$ cat config.mk
export PLATFORM = sky130hd
export DESIGN_NAME = tomasulo_add_rs_flat
export DESIGN_NICKNAME = d
export VERILOG_FILES = /design/src/rtl/tomasulo_add_rs_if.sv /design/src/rtl/tomasulo_add_rs.sv /design/src/flat_wrapper.sv
export SDC_FILE = /design/constraint.sdc
export NUM_CORES = 1
export LEC_CHECK = 0
export BUFFER_PORTS_ARGS = -buffer_cell sky130_fd_sc_hd__buf_2
export CAP_MARGIN = 15
export CORE_ASPECT_RATIO = 2
export CORE_MARGIN = 1
export CORE_UTILIZATION = 40
export DETAILED_ROUTE_END_ITERATION = 7
export PLACE_DENSITY = 0.55
export SYNTH_ARGS = -nofsm -noshare
export SYNTH_HDL_FRONTEND = slang
export SYNTH_SLANG_ARGS = --single-unit
$ cat constraint.sdc
create_clock -name clk -period 9.9 [get_ports clk]
set_input_delay 1.98 -clock clk [delete_from_list [all_inputs] [get_ports clk]]
set_output_delay 1.98 -clock clk [all_outputs]
set_load 0.02 [all_outputs]
$ cat src/rtl/tomasulo_add_rs_if.sv
`default_nettype none
// ============================================================================
// Module   : tomasulo_add_rs_if
// Function : Issue, CDB and execute-dispatch signal bundle for the ADD
//            reservation station.
// Revision : 1.0 - initial release
// ============================================================================
interface tomasulo_add_rs_if #(
    parameter int DATA_W = 32
);
    logic              issue_valid;
    logic              issue_op;
    logic [DATA_W-1:0] issue_vj;
    logic [DATA_W-1:0] issue_vk;
    logic [4:0]        issue_qj;
    logic [4:0]        issue_qk;
    logic              issue_ready;
    logic [4:0]        issue_tag;

    logic              cdb_valid;
    logic [4:0]        cdb_tag;
    logic [DATA_W-1:0] cdb_data;

    logic              ex_valid;
    logic              ex_ready;
    logic              ex_op;
    logic [DATA_W-1:0] ex_a;
    logic [DATA_W-1:0] ex_b;
    logic [4:0]        ex_tag;

    modport master (
        output issue_valid, issue_op, issue_vj, issue_vk, issue_qj, issue_qk,
        input  issue_ready, issue_tag,
        output cdb_valid, cdb_tag, cdb_data,
        input  ex_valid, ex_op, ex_a, ex_b, ex_tag,
        output ex_ready
    );

    modport slave (
        input  issue_valid, issue_op, issue_vj, issue_vk, issue_qj, issue_qk,
        output issue_ready, issue_tag,
        input  cdb_valid, cdb_tag, cdb_data,
        output ex_valid, ex_op, ex_a, ex_b, ex_tag,
        input  ex_ready
    );
endinterface
`default_nettype wire

$ cat src/rtl/tomasulo_add_rs.sv
`default_nettype none
// ============================================================================
// Module   : tomasulo_add_rs
// Function : Reservation station feeding the ADD unit; captures operands from
//            issue and CDB, dispatches ready entries, frees on own broadcast.
// Revision : 1.0 - initial release
// ============================================================================
module tomasulo_add_rs #(
    parameter logic [2:0] RS_ID   = 3'b010,
    parameter int         ENTRIES = 3,
    parameter int         DATA_W  = 32
) (
    input  wire logic         clk,
    input  wire logic         reset,
    tomasulo_add_rs_if.slave  bus
);

    localparam int         C_IDX_W    = 2;
    localparam logic [1:0] C_ST_FREE  = 2'd0;
    localparam logic [1:0] C_ST_WAIT  = 2'd1;
    localparam logic [1:0] C_ST_READY = 2'd2;
    localparam logic [1:0] C_ST_EXEC  = 2'd3;

    logic [1:0]         r_state [ENTRIES];
    logic               r_op    [ENTRIES];
    logic [DATA_W-1:0]  r_vj    [ENTRIES];
    logic [DATA_W-1:0]  r_vk    [ENTRIES];
    logic [4:0]         r_qj    [ENTRIES];
    logic [4:0]         r_qk    [ENTRIES];

    logic [1:0]         w_state_nxt [ENTRIES];
    logic               w_op_nxt    [ENTRIES];
    logic [DATA_W-1:0]  w_vj_nxt    [ENTRIES];
    logic [DATA_W-1:0]  w_vk_nxt    [ENTRIES];
    logic [4:0]         w_qj_nxt    [ENTRIES];
    logic [4:0]         w_qk_nxt    [ENTRIES];

    logic               r_ex_valid;
    logic [C_IDX_W-1:0] r_ex_idx;
    logic               r_ex_op;
    logic [DATA_W-1:0]  r_ex_a;
    logic [DATA_W-1:0]  r_ex_b;
    logic [4:0]         r_ex_tag;

    logic               w_free_found;
    logic [C_IDX_W-1:0] w_free_idx;
    logic               w_issue_fire;
    logic               w_cdb_hit;
    logic               w_handshake;
    logic               w_take;
    logic [4:0]         w_iss_qj;
    logic [4:0]         w_iss_qk;
    logic [DATA_W-1:0]  w_iss_vj;
    logic [DATA_W-1:0]  w_iss_vk;

    logic               w_sel_found;
    logic [C_IDX_W-1:0] w_sel_idx;
    logic               w_sel_op;
    logic [DATA_W-1:0]  w_sel_a;
    logic [DATA_W-1:0]  w_sel_b;

    // Issue slot is derived only from registered state, so a same-cycle free
    // never makes room for a same-cycle issue.
    always_comb begin
        w_free_found = 1'b0;
        w_free_idx   = '0;
        for (int i = ENTRIES - 1; i >= 0; i--) begin
            if (r_state[i] == C_ST_FREE) begin
                w_free_found = 1'b1;
                w_free_idx   = C_IDX_W'(i);
            end
        end
    end

    assign bus.issue_ready = w_free_found;
    assign bus.issue_tag   = {RS_ID, w_free_idx};

    assign w_issue_fire = bus.issue_valid && w_free_found;
    assign w_cdb_hit    = bus.cdb_valid && (bus.cdb_tag != 5'd0);
    assign w_handshake  = r_ex_valid && bus.ex_ready;
    assign w_take       = !r_ex_valid || w_handshake;

    // Issue-time bypass: a broadcast in the issue cycle resolves the operand.
    assign w_iss_qj = (w_cdb_hit && bus.issue_qj == bus.cdb_tag) ? 5'd0 : bus.issue_qj;
    assign w_iss_qk = (w_cdb_hit && bus.issue_qk == bus.cdb_tag) ? 5'd0 : bus.issue_qk;
    assign w_iss_vj = (w_cdb_hit && bus.issue_qj == bus.cdb_tag) ? bus.cdb_data : bus.issue_vj;
    assign w_iss_vk = (w_cdb_hit && bus.issue_qk == bus.cdb_tag) ? bus.cdb_data : bus.issue_vk;

    always_comb begin
        w_state_nxt = r_state;
        w_op_nxt    = r_op;
        w_vj_nxt    = r_vj;
        w_vk_nxt    = r_vk;
        w_qj_nxt    = r_qj;
        w_qk_nxt    = r_qk;
        for (int i = 0; i < ENTRIES; i++) begin
            case (r_state[i])
                C_ST_FREE: begin
                    if (w_issue_fire && w_free_idx == C_IDX_W'(i)) begin
                        w_op_nxt[i]    = bus.issue_op;
                        w_vj_nxt[i]    = w_iss_vj;
                        w_vk_nxt[i]    = w_iss_vk;
                        w_qj_nxt[i]    = w_iss_qj;
                        w_qk_nxt[i]    = w_iss_qk;
                        w_state_nxt[i] = (w_iss_qj == 5'd0 && w_iss_qk == 5'd0)
                                         ? C_ST_READY : C_ST_WAIT;
                    end
                end
                C_ST_WAIT: begin
                    if (w_cdb_hit && r_qj[i] == bus.cdb_tag) begin
                        w_vj_nxt[i] = bus.cdb_data;
                        w_qj_nxt[i] = 5'd0;
                    end
                    if (w_cdb_hit && r_qk[i] == bus.cdb_tag) begin
                        w_vk_nxt[i] = bus.cdb_data;
                        w_qk_nxt[i] = 5'd0;
                    end
                    if (w_qj_nxt[i] == 5'd0 && w_qk_nxt[i] == 5'd0) begin
                        w_state_nxt[i] = C_ST_READY;
                    end
                end
                C_ST_READY: begin
                    if (w_handshake && r_ex_idx == C_IDX_W'(i)) begin
                        w_state_nxt[i] = C_ST_EXEC;
                    end
                end
                default: begin
                    if (w_cdb_hit && bus.cdb_tag == {RS_ID, C_IDX_W'(i)}) begin
                        w_state_nxt[i] = C_ST_FREE;
                    end
                end
            endcase
        end
    end

    // Selection looks at next-cycle readiness so a just-issued or just-woken
    // entry can be presented one cycle later.
    always_comb begin
        w_sel_found = 1'b0;
        w_sel_idx   = '0;
        w_sel_op    = 1'b0;
        w_sel_a     = '0;
        w_sel_b     = '0;
        for (int i = ENTRIES - 1; i >= 0; i--) begin
            if (w_state_nxt[i] == C_ST_READY) begin
                w_sel_found = 1'b1;
                w_sel_idx   = C_IDX_W'(i);
                w_sel_op    = w_op_nxt[i];
                w_sel_a     = w_vj_nxt[i];
                w_sel_b     = w_vk_nxt[i];
            end
        end
    end

    always_ff @(posedge clk) begin
        if (reset) begin
            for (int i = 0; i < ENTRIES; i++) begin
                r_state[i] <= C_ST_FREE;
                r_op[i]    <= 1'b0;
                r_vj[i]    <= '0;
                r_vk[i]    <= '0;
                r_qj[i]    <= 5'd0;
                r_qk[i]    <= 5'd0;
            end
            r_ex_valid <= 1'b0;
            r_ex_idx   <= '0;
            r_ex_op    <= 1'b0;
            r_ex_a     <= '0;
            r_ex_b     <= '0;
            r_ex_tag   <= 5'd0;
        end else begin
            r_state <= w_state_nxt;
            r_op    <= w_op_nxt;
            r_vj    <= w_vj_nxt;
            r_vk    <= w_vk_nxt;
            r_qj    <= w_qj_nxt;
            r_qk    <= w_qk_nxt;
            if (w_take) begin
                r_ex_valid <= w_sel_found;
                if (w_sel_found) begin
                    r_ex_idx <= w_sel_idx;
                    r_ex_op  <= w_sel_op;
                    r_ex_a   <= w_sel_a;
                    r_ex_b   <= w_sel_b;
                    r_ex_tag <= {RS_ID, w_sel_idx};
                end
            end
        end
    end

    assign bus.ex_valid = r_ex_valid;
    assign bus.ex_op    = r_ex_op;
    assign bus.ex_a     = r_ex_a;
    assign bus.ex_b     = r_ex_b;
    assign bus.ex_tag   = r_ex_tag;

endmodule
`default_nettype wire

$ cat src/flat_wrapper.sv
// flat-port wrapper written by rule: the top's interface ports become plain ports
module tomasulo_add_rs_flat 
#(
    parameter logic [2:0] RS_ID   = 3'b010,
    parameter int         ENTRIES = 3,
    parameter int         DATA_W  = 32
)
  (clk, reset, bus_issue_valid, bus_issue_op, bus_issue_vj, bus_issue_vk, bus_issue_qj, bus_issue_qk, bus_issue_ready, bus_issue_tag, bus_cdb_valid, bus_cdb_tag, bus_cdb_data, bus_ex_valid, bus_ex_op, bus_ex_a, bus_ex_b, bus_ex_tag, bus_ex_ready);
  tomasulo_add_rs_if #(.DATA_W(DATA_W)) bus_i ();
  input  wire logic clk;
  input  wire logic reset;
  input wire logic [$bits(bus_i.issue_valid)-1:0] bus_issue_valid;
  input wire logic [$bits(bus_i.issue_op)-1:0] bus_issue_op;
  input wire logic [$bits(bus_i.issue_vj)-1:0] bus_issue_vj;
  input wire logic [$bits(bus_i.issue_vk)-1:0] bus_issue_vk;
  input wire logic [$bits(bus_i.issue_qj)-1:0] bus_issue_qj;
  input wire logic [$bits(bus_i.issue_qk)-1:0] bus_issue_qk;
  output wire logic [$bits(bus_i.issue_ready)-1:0] bus_issue_ready;
  output wire logic [$bits(bus_i.issue_tag)-1:0] bus_issue_tag;
  input wire logic [$bits(bus_i.cdb_valid)-1:0] bus_cdb_valid;
  input wire logic [$bits(bus_i.cdb_tag)-1:0] bus_cdb_tag;
  input wire logic [$bits(bus_i.cdb_data)-1:0] bus_cdb_data;
  output wire logic [$bits(bus_i.ex_valid)-1:0] bus_ex_valid;
  output wire logic [$bits(bus_i.ex_op)-1:0] bus_ex_op;
  output wire logic [$bits(bus_i.ex_a)-1:0] bus_ex_a;
  output wire logic [$bits(bus_i.ex_b)-1:0] bus_ex_b;
  output wire logic [$bits(bus_i.ex_tag)-1:0] bus_ex_tag;
  input wire logic [$bits(bus_i.ex_ready)-1:0] bus_ex_ready;
  assign bus_i.issue_valid = bus_issue_valid;
  assign bus_i.issue_op = bus_issue_op;
  assign bus_i.issue_vj = bus_issue_vj;
  assign bus_i.issue_vk = bus_issue_vk;
  assign bus_i.issue_qj = bus_issue_qj;
  assign bus_i.issue_qk = bus_issue_qk;
  assign bus_issue_ready = bus_i.issue_ready;
  assign bus_issue_tag = bus_i.issue_tag;
  assign bus_i.cdb_valid = bus_cdb_valid;
  assign bus_i.cdb_tag = bus_cdb_tag;
  assign bus_i.cdb_data = bus_cdb_data;
  assign bus_ex_valid = bus_i.ex_valid;
  assign bus_ex_op = bus_i.ex_op;
  assign bus_ex_a = bus_i.ex_a;
  assign bus_ex_b = bus_i.ex_b;
  assign bus_ex_tag = bus_i.ex_tag;
  assign bus_i.ex_ready = bus_ex_ready;
  tomasulo_add_rs #(.RS_ID(RS_ID), .ENTRIES(ENTRIES), .DATA_W(DATA_W)) u_core (.clk(clk), .reset(reset), .bus(bus_i));
endmodule
# == Word level (Yosys, flattened, before mapping) ==
# Cells that the tools add are included.
# word_totals
ff_bits,302
inputBits,117
out_inout_bits,77
# op_classes
n_eq_ne,27
mux,89
reduce_logical,47
# op_table
cell,n
$mux W32,20
$pmux W32 S2,6
$mux W5,20
$pmux W5 S2,6
$eq A5 B5 Y1,8
$logic_not A5 Y1,8
$mux W2,19
$logic_and A1 B1 Y1,24
$pmux W2 S3,3
$eq A2 B2 Y1 const B,8
$eq A5 B4 Y1 const B,3
$mux W1,15
$eq A2 B1 Y1 const B,5
$logic_not A2 Y1,5
$reduce_and A2 Y1,4
$ne A2 B2 Y1 const B,3
$reduce_bool A2 Y1,3
$reduce_bool A5 Y1,1
$logic_not A1 Y1,1
$logic_or A1 B1 Y1,1

# == Depth between registers and ports, before layout ==
# logic_depth
word_depth,14
mapped_depth,12
mapped_depth_nobuf,8

# == Least setup slack after synthesis ==
# OpenSTA, ideal clock, no wires.
# synth_path
path_kind,in2reg
from,input port bus_cdb_tag[0]
to,register u_core.r_ex_b[26] (netlist: u_core.bus.ex_b[26])
setup_time_ns,0.117
arrival_ns,4.490
slack_ns,5.292
stages,11
path_buffers,4
path_cell_list,buf_2 > buf_1 > xor2_1 > nor4_4 > a21oi_1 > or2_1 > clkbuf_1 > clkbuf_1 > a222oi_1 > o221ai_1 > a32o_1
# synth_between
elab_chain_cells,14
# synth_lines
element,line,rtl
"start, declared",flat_wrapper.sv:21,input wire logic [$bits(bus_i.cdb_tag)-1:0] bus_cdb_tag;
$reduce_bool A5 Y1,tomasulo_add_rs.sv:79,assign w_cdb_hit = bus.cdb_valid && (bus.cdb_tag != 5'd0);
$logic_and A1 B1 Y1,tomasulo_add_rs.sv:79,
"$logic_and A1 B1 Y1, on equally long branches",n/a,
"$mux W5, on equally long branches",n/a,
$mux W5 / $logic_not A5 Y1 (equally long branches),"tomasulo_add_rs.sv:97, tomasulo_add_rs.sv:105",
$logic_not A5 Y1 / $logic_and A1 B1 Y1 (equally long branches),"tomasulo_add_rs.sv:118, tomasulo_add_rs.sv:105",
$logic_and A1 B1 Y1 / $mux W2 (equally long branches),"tomasulo_add_rs.sv:118, tomasulo_add_rs.sv:106",
"$mux W2, on equally long branches","tomasulo_add_rs.sv:118, tomasulo_add_rs.sv:99",
$pmux W2 S3,tomasulo_add_rs.sv:97,case (r_state[i])
$eq A2 B2 Y1,tomasulo_add_rs.sv:145,if (w_state_nxt[i] == C_ST_READY) begin
$mux W1 (3 in a row),tomasulo_add_rs.sv:145,
$reduce_and A2 Y1 (no source line),n/a,
"end signal, assigned",tomasulo_add_rs.sv:184,r_ex_b <= w_sel_b;
"end, declared",tomasulo_add_rs.sv:42,logic [DATA_W-1:0] r_ex_b;
# Several ways; a longest one is shown, not always the timed one. The select of a mux whose other input is x is not followed.
# A chain may end at the register's enable or synchronous reset.

# == Final worst setup path ==
# layout_path
from,input port bus_cdb_tag[1]
to,register u_core.r_ex_b[29] (netlist: u_core.bus.ex_b[29])
# Same word-level chain as after synthesis.

==> run summary <==
Num CTS Buffers - 28
initial core utilization - 40.9%
Cell Chain, Critical Path - buf_2 > or4_4 > o21ai_4 > nor4_2 > o22a_1 > a211o_2 > buf_4 > a211oi_2 > nor2_4 > buf_4 > a32o_1
CP max FO - 72
final hold vios - 0
CTS Buffer Depth - 3
post-layout min period - 5710 ps
H-tree levels - 1
PortBufs - 188
antenna violations before repair - 4
height of the die - 262 um
CP Capture Type - flip-flop
EDFF count, synth - 0
nets@finish - 1670
vias in the first global route - 12700
CP peak stage delay - 730 ps
DR WL/cell - 26.7 um
cts hold-fix bufs - 0
CTS tree - done
CP Class - input port to flip-flop
Fin Hold WS - 460 ps
Reg clk slew, reported paths - 70 ps
most used cell, CP - buf_4
Die W - 132 um
GRT Residual Overflow - 0
Peak supply drop - 0.000151 V
Finished Core Util - 47.2%
post_cts resized - 0
CTS Root Cell - clkbuf_16
Power Density - 229 mW/mm^2
RSZ-0062 raised after global routing - false
skew final - 27.3 ps
buffering stage count on the worst path with inverters included - 3
fmax - 175 MHz
Remaining DRCs - 4
WP data arrival - 6210 ps
delay-heaviest family, CP - simple AND/OR/NAND/NOR gates
crit start category - input port
Setup Viol. Count Final - 0
synthesized area - 0.0135 mm^2
DR vias - 13188
Placement Rows - 94
Hold/Removal Path Class - flip-flop to flip-flop
Lkg Pwr - 0.00591 uW
Final ANT Viol Nets - 0
FF+latch count, synth - 300
detailed placement HPWL - 34400 um
Total GRT Usage - 30.2%
number of I/O pins - 194
Syn Inst Count - 1456
full die area - 0.0345 mm^2
async set-reset flop share out of synthesis - 0%
dpl cells - 1955
final worst path period share - 57.7%
layout cells sized above 1 - 20.1%
Max-cap violations - 0
setup TNS - 0 ps
slew margin rel. - 29.4%
first-pass GRT wire length - 79300 um
yosys synthesis warning count - 0
overall routed net length - 53600 um
status - finished with violations
DP Worst Slack - 3650 ps
largest net degree at the start of global routing - 83
clk sinks - 300
Post-CTS Repair Setup Buffers - 0
Mapped Avg Cell Area - 9.28 um^2
non-filler cells, final - 2007
Clk Latency, worst-skew pair - 580 ps
failing checks - design-rule violations
layout overhead on the synthesized area - 15.4%
Worst Tran Pin Value - 1060 ps
Slowest-stage cell, CP - nor2_4
Synth Flop Type - dfxtp_1
first-pass iteration count of the detailed router - 8
vias per cell - 6.57
gp weighted congestion - 0.900
CP required - 10400 ps
Fillers - 3262
register area share after synthesis - 44.5%
Yosys cell types - 74
worst setup margin - 4190 ps
fin. max-slew vios - 0
initial drt markers - 1690
core box area - 0.0330 mm^2
-- logic make-up after synthesis --
| group | after synthesis | share of synthesized area, % |
|---|---|---|
| AO/OA/AOI/OAI | 488 | 30.4 |
| XOR/XNOR | 40 | 2.59 |
| buffers and inverters | 156 | 5.07 |
| flip-flops | 300 | 44.5 |
| multiplexers | 40 | 3.19 |
| other | 2 | 0.0556 |
| AND/OR/NAND/NOR | 430 | 14.2 |
-- cells in the mapped netlist (8+ instances only) --
master,n,share of area (%)
a22o_1,26,1.7
nor2b_1,14,0.65
a32o_1,63,4.7
a21oi_1,56,2.1
mux2i_1,16,1.2
dfxtp_1,300,44
o22ai_1,27,1.3
nand3_1,10,0.37
o21ai_0,30,1.1
nand2_1,69,1.9
nor2_1,250,6.9
inv_1,8,0.22
and2_1,11,0.51
clkbuf_1,115,3.2
o221ai_1,56,3.6
buf_2,16,0.59
xor2_1,14,0.91
xnor2_1,26,1.7
a22oi_1,31,1.7
or4_1,8,0.44
a222oi_1,127,9.4
nor3_1,30,1.1
mux2_2,24,2.0
-- per-stage QoR --
| step | instance area, um^2 | total power (uW) |
|---|---|---|
| after floorplan | 13500 | 2060 |
| after detailed placement | 14600 | 2400 |
| final | 15600 | 3560 |
| after CTS | 15600 | 3570 |
| after global placement | 14600 | 2400 |
| after global routing | 15600 | 3710 |
-- placed cells by master (no fill, tap or decap), types with 10 or more instances in the layout --
master     count
nand2_1       68
buf_4         24
a21oi_1       54
a22o_1        26
buf_2        187
clkbuf_16     28
o22ai_1       27
o21ai_0       30
xnor2_1       26
mux2i_1       16
dfxtp_1      300
nor2b_1       14
a222oi_1     127
nor3_1        29
mux2_2        24
nand3_1       10
and2_1        11
o221ai_1      56
a32o_1        63
nor2_1       243
a22oi_1       31
xor2_1        14
-- where the power goes --
| group | switching, uW | total (uW) | internal (uW) |
|---|---|---|---|
| clock network | 489 | 1180 | 689 |
| logic | 687 | 985 | 298 |
| registers | 73.9 | 1400 | 1330 |
-- layout make-up --
type                            count  area [um^2]  share of cell area, %
Clock buffer                       41          800                   5.13
Antenna cell                        2         5.00                 0.0321
Timing Repair Buffer              212         1130                   7.23
Clock inverter                      9          181                   1.16
Sequential cell                   300         6010                   38.5
Multi-Input combinational cell   1003         6890                   44.2
Tap cell                          432          541                   3.47
Inverter                            8         30.0                  0.193
-- routing by layer --
layer | GRT usage [%] | routed length, um
met1 | 34.3 | 20000
met2 | 51.9 | 26000
met3 | 4.21 | 3750
met4 | 21.8 | 3840
met5 | 0 | 18
-- worst paths after layout --
path	start	to	slack, ps	depth (start not counted)
max	bus_cdb_tag[1]	u_core.bus.ex_b[29]	4190	11
min	u_core.bus.ex_a[14]	u_core.bus.ex_a[14]	460	1
max reg2reg	u_core.r_state[4]	u_core.bus.ex_a[11]	5220	9
min reg2reg	u_core.bus.ex_a[14]	u_core.bus.ex_a[14]	460	1
-- state kept, by name, indices dropped and copies added (netlist names) --
name	count
u_core.bus.ex_tag	2
u_core.r_ex_idx	1
u_core.r_qj	15
u_core.r_vk	96
u_core.r_op	3
u_core.bus.ex_b	32
u_core.bus.ex_op	1
u_core.r_vj	96
u_core.bus.ex_valid	1
u_core.r_qk	15
u_core.r_state	6
u_core.bus.ex_a	32
Note: power is estimated with default switching activity, not from simulation.
